$ cat config.mk
export PLATFORM = sky130hd
export DESIGN_NAME = tport_arbiter
export DESIGN_NICKNAME = d
export VERILOG_FILES = /design/src/rtl/tport_pkg.sv /design/src/rtl/tport_tag_fifo.sv /design/src/rtl/tport_arbiter.sv
export SDC_FILE = /design/constraint.sdc
export NUM_CORES = 1
export LEC_CHECK = 0
export CAP_MARGIN = 20
export CORE_ASPECT_RATIO = 0.7
export CORE_MARGIN = 10
export CORE_UTILIZATION = 28
export CTS_CLUSTER_SIZE = 14
export DETAILED_ROUTE_END_ITERATION = 8
export PLACE_DENSITY = 0.95
export SLEW_MARGIN = 0
export SYNTH_ARGS = -nofsm -noshare
export SYNTH_HDL_FRONTEND = slang
export SYNTH_SLANG_ARGS = --single-unit
$ cat constraint.sdc
create_clock -name clk -period 5.64 [get_ports clk]
set_input_delay 0.846 -clock clk [delete_from_list [all_inputs] [get_ports clk]]
set_output_delay 0.846 -clock clk [all_outputs]
set_load 0.01 [all_outputs]
$ cat src/rtl/tport_pkg.sv
// Shared definitions for the two-master instruction port arbiter.
package tport_pkg;

  localparam logic TP_M0     = 1'b0;
  localparam logic TP_M1     = 1'b1;
  localparam int   TP_DATA_W = 32;
  localparam int   TP_PRIV_W = 2;

  // Pick the master that owns the shared request port this cycle.
  // With nobody requesting the answer still favours the master that would
  // win the next tie, so ready is offered to it without waiting a cycle.
  function automatic logic pick_grant(input logic v0, input logic v1,
                                      input logic rr_last, input logic fixed_prio);
    logic g;
    if (v0 && v1)
      g = fixed_prio ? TP_M0 : ~rr_last;
    else if (v1)
      g = TP_M1;
    else if (v0)
      g = TP_M0;
    else
      g = fixed_prio ? TP_M0 : ~rr_last;
    return g;
  endfunction

endpackage

$ cat src/rtl/tport_tag_fifo.sv
// Small FIFO of 1-bit master tags remembering the order requests were granted.
module tport_tag_fifo
  import tport_pkg::*;
#(
  parameter int DEPTHX = 2
) (
  input  logic clk,
  input  logic reset,
  input  logic push,
  input  logic pop,
  input  logic din,
  output logic full,
  output logic empty,
  output logic head
);

  localparam int DEPTH = 1 << DEPTHX;

  logic [DEPTH-1:0]  mem;
  logic [DEPTHX-1:0] wr_ptr;
  logic [DEPTHX-1:0] rd_ptr;
  logic [DEPTHX:0]   count;
  logic              do_push;
  logic              do_pop;

  // A push into a full FIFO is refused even if a pop lands in the same cycle.
  assign do_push = push & ~full;
  assign do_pop  = pop & ~empty;
  assign full    = (count == (DEPTHX+1)'(DEPTH));
  assign empty   = (count == '0);
  assign head    = mem[rd_ptr];

  // Tag storage needs no reset; only the pointers and count define validity.
  always_ff @(posedge clk) begin
    if (do_push)
      mem[wr_ptr] <= din;
  end

  // Pointers wrap naturally at the depth; count tracks occupancy.
  always_ff @(posedge clk) begin
    if (reset) begin
      wr_ptr <= '0;
      rd_ptr <= '0;
      count  <= '0;
    end else begin
      if (do_push)
        wr_ptr <= wr_ptr + 1'b1;
      if (do_pop)
        rd_ptr <= rd_ptr + 1'b1;
      case ({do_push, do_pop})
        2'b10:   count <= count + 1'b1;
        2'b01:   count <= count - 1'b1;
        default: count <= count;
      endcase
    end
  end

endmodule

$ cat src/rtl/tport_arbiter.sv
// Shares one in-order instruction memory port between core fetch (M0) and
// debug/loader (M1); responses are steered back using the tag FIFO order.
module tport_arbiter
  import tport_pkg::*;
#(
  parameter int C_OTDEPTHX   = 2,
  parameter bit C_FIXED_PRIO = 1'b0
) (
  input  logic                 clk,
  input  logic                 reset,
  output logic                 m0_treqready,
  input  logic                 m0_treqvalid,
  input  logic [TP_PRIV_W-1:0] m0_treqpriv,
  input  logic [TP_DATA_W-1:0] m0_treqaddr,
  input  logic                 m0_trspready,
  output logic                 m0_trspvalid,
  output logic                 m0_trsprerr,
  output logic [TP_DATA_W-1:0] m0_trspdata,
  output logic                 m1_treqready,
  input  logic                 m1_treqvalid,
  input  logic [TP_PRIV_W-1:0] m1_treqpriv,
  input  logic [TP_DATA_W-1:0] m1_treqaddr,
  input  logic                 m1_trspready,
  output logic                 m1_trspvalid,
  output logic                 m1_trsprerr,
  output logic [TP_DATA_W-1:0] m1_trspdata,
  input  logic                 s_treqready,
  output logic                 s_treqvalid,
  output logic [TP_PRIV_W-1:0] s_treqpriv,
  output logic [TP_DATA_W-1:0] s_treqaddr,
  output logic                 s_trspready,
  input  logic                 s_trspvalid,
  input  logic                 s_trsprerr,
  input  logic [TP_DATA_W-1:0] s_trspdata,
  output logic                 orphan_err
);

  logic grant;
  logic rr_last;
  logic fifo_full;
  logic fifo_empty;
  logic head;
  logic push;
  logic pop;

  tport_tag_fifo #(
    .DEPTHX (C_OTDEPTHX)
  ) u_tags (
    .clk   (clk),
    .reset (reset),
    .push  (push),
    .pop   (pop),
    .din   (grant),
    .full  (fifo_full),
    .empty (fifo_empty),
    .head  (head)
  );

  // Request side: pick a winner and forward it with no added latency.
  always_comb begin
    grant        = pick_grant(m0_treqvalid, m1_treqvalid, rr_last, C_FIXED_PRIO);
    s_treqvalid  = (m0_treqvalid | m1_treqvalid) & ~fifo_full;
    s_treqpriv   = (grant == TP_M1) ? m1_treqpriv : m0_treqpriv;
    s_treqaddr   = (grant == TP_M1) ? m1_treqaddr : m0_treqaddr;
    m0_treqready = s_treqready & ~fifo_full & (grant == TP_M0);
    m1_treqready = s_treqready & ~fifo_full & (grant == TP_M1);
    push         = s_treqvalid & s_treqready;
  end

  // Response side: the oldest outstanding tag decides who sees the response.
  always_comb begin
    s_trspready  = ~fifo_empty & ((head == TP_M1) ? m1_trspready : m0_trspready);
    m0_trspvalid = s_trspvalid & ~fifo_empty & (head == TP_M0);
    m1_trspvalid = s_trspvalid & ~fifo_empty & (head == TP_M1);
    m0_trsprerr  = s_trsprerr;
    m1_trsprerr  = s_trsprerr;
    m0_trspdata  = s_trspdata;
    m1_trspdata  = s_trspdata;
    pop          = s_trspvalid & s_trspready;
  end

  // Remember the last accepted winner so ties alternate; M0 takes the first tie.
  always_ff @(posedge clk) begin
    if (reset)
      rr_last <= TP_M1;
    else if (push)
      rr_last <= grant;
  end

  // A response with nothing outstanding is dropped and flagged until reset.
  always_ff @(posedge clk) begin
    if (reset)
      orphan_err <= 1'b0;
    else if (s_trspvalid && fifo_empty)
      orphan_err <= 1'b1;
  end

endmodule
==> impl_metrics.json <==
{
  "status": "complete, no violations",
  "hold_buffers": 0,
  "synth_edf_count": 4,
  "ant_nets": 0,
  "cp_data_arrival_time_ps": 3090,
  "synthCells": 182,
  "grt_pass1_vias": 1564,
  "ys_top_cells_by_area": "buf_4, mux2_2, dfxtp_1",
  "syn_area_um2": 1680,
  "rows": 23,
  "rsz0062_at_grt": "false",
  "cts_inserted_buffers": 3,
  "synth.yosys.seq_area_share": 0.178,
  "antenna_found_initial": 0,
  "clock_latency_ps": 240,
  "drt_first_pass_iters": 4,
  "die_h_um": 84.9,
  "fin_worst_skew_ps": 1.72,
  "clk_path_buf_depth": 2,
  "worst_pin_slew_ps": 829,
  "ys_warn_count": 0,
  "final_common_cell": "clkdlybuf4s50_1",
  "finalCriticalPeriod_ps": 3940,
  "powerDensity_nw_per_um2": 175,
  "grt_pass1_wl_mm": 8.51,
  "fmax_ghz": 0.254,
  "num-fill-cells": 553,
  "worst_setup_path_end_kind": "primary output",
  "holdWs_ps": 482,
  "grt_max_degree": 37,
  "routed_via_density": 4.36,
  "die_x_um": 113,
  "slew_headroom": 0.447,
  "initialDrtViolationCount": 15,
  "fin_nets": 346,
  "p_total_uw": 426,
  "syn_to_final_growth_pct": 44.3,
  "grt_usage": 0.109,
  "slew_viol_final": 0,
  "crit_path_max_fanout": 36,
  "yosys.area.top_type": "buf_4",
  "avgSynthCellArea_um2": 9.25,
  "start_util": 0.291,
  "ys_async_sr_fraction": 0,
  "ir_worst_vdd_v": 0.0000750,
  "final_design_area_no_fill_um2": 2430,
  "gr-total-overflow": 0,
  "vias": 1331,
  "io_pins": 216,
  "hold_viol_final": 0,
  "htree_levels": 1,
  "clock_sinks": 13,
  "ys.flop_type": "dfxtp_1",
  "hpwl_mm": 4.82,
  "ctsRootBufferMaster": "clkbuf_8",
  "wl_per_cell_um": 18.2,
  "die_area_um2": 9560,
  "insertedDiodeCount": 0,
  "cts-resized-gates": 0,
  "drive_above_1_share": 0.187,
  "critPathKind": "in -> out",
  "yosysUniqueCellTypes": 30,
  "final_util": 0.420,
  "dpl-instance-area_um2": 2380,
  "drc": 0,
  "leakagePower_uw": 0.000926,
  "period_share": 0.698,
  "min_path_type": "reg -> reg",
  "setup_viol": 0,
  "synth_nets": 297,
  "critPathRequiredTime_ps": 4790,
  "cp-start-kind": "input port",
  "most-common-layout-cells": "clkdlybuf4s50_1, mux2_2, nor2_1",
  "routabilityCongestion": 0.676,
  "tritoncts": "built",
  "max_cap_violations": 0,
  "totalWireLength_mm": 5.56,
  "yosys_register_bits": 13,
  "core-area_um2": 5780,
  "io_buffers": 116,
  "setup_tns_ps": 0,
  "clk_pin_slew_ps": 50,
  "cts_setup_buffers": 0,
  "yosysTopAreaCellShare": 0.294
}
==> critical path, cell delays in order <==
cell	delay, ps
clkdlybuf4s50_1	520
maj3_2	770
inv_1	240
nor2_1	150
clkdlybuf4s50_1	550
==> cell usage after synthesis (all sizes together) (2+ instances only) <==
cell type  count
a21oi          4
buf           71
mux2          38
and2           5
nor2          13
nor3           2
a31oi          2
inv            9
mux2i          4
edfxtp         4
dfxtp          9
xor2           2
ha             5
==> cell families (layout without fill, tap and decap cells) <==
kind of cell	after synthesis	after routing	share of synthesized area
AO/OA/AOI/OAI	9	9	0.0320
multiplexers	42	42	0.285
AND/OR/NAND/NOR	27	27	0.0840
XOR/XNOR	3	3	0.0156
buffers and inverters	81	129	0.350
flip-flops	13	13	0.178
adder cells (fa/ha/maj)	7	7	0.0550
==> state kept, by name, indices dropped and copies added (netlist names) <==
signal and cells:
u_tags.mem 4, u_tags.count 3, u_tags.rd_ptr 2, u_tags.wr_ptr 2, orphan_err 1, rr_last 1
==> per-stage QoR <==
step | setup WS, ps | instances
4_1_cts | 1660 | 305
3_5_place_dp | 1670 | 301
2_1_floorplan | 3010 | 182
6_report | 1700 | 305
5_1_grt | 1510 | 305
3_3_place_gp | 1740 | 301
==> report_power, final <==
part | switching [uW] | total, uW | internal, uW
Sequential | 10.6 | 118 | 108
Combinational | 83.0 | 225 | 142
Clock | 32.3 | 82.2 | 49.9
==> cell type report <==
cell class              count  area, um2  share of cell area
clock buffers               4       45.0              0.0185
flip-flops and latches     13        300               0.124
inverters                   9       33.8              0.0139
repair buffers            116       1160               0.478
well taps                  75       93.8              0.0386
multi-input cells          88        795               0.327
==> path summary, 6_finish.rpt <==
| kind | from | end | slack, ps | depth (start not counted) |
|---|---|---|---|---|
| worst min-delay path | orphan_err | orphan_err | 480 | 2 |
| worst min register to register | orphan_err | orphan_err | 480 | 2 |
| worst max-delay path | m0_treqvalid | m0_treqready | 1700 | 5 |
| worst max register to register | u_tags.count[2] | u_tags.count[2] | 3050 | 9 |
==> per-layer routing <==
layer,track usage,vias up,part of all wire
met4,0.0356,0,0.012
met1,0.105,578,0.35
met3,0.0949,8,0.17
li1,-,634,-
met2,0.171,111,0.47
met5,0,-,0
No activity file was read; power rests on OpenSTA's default activity.
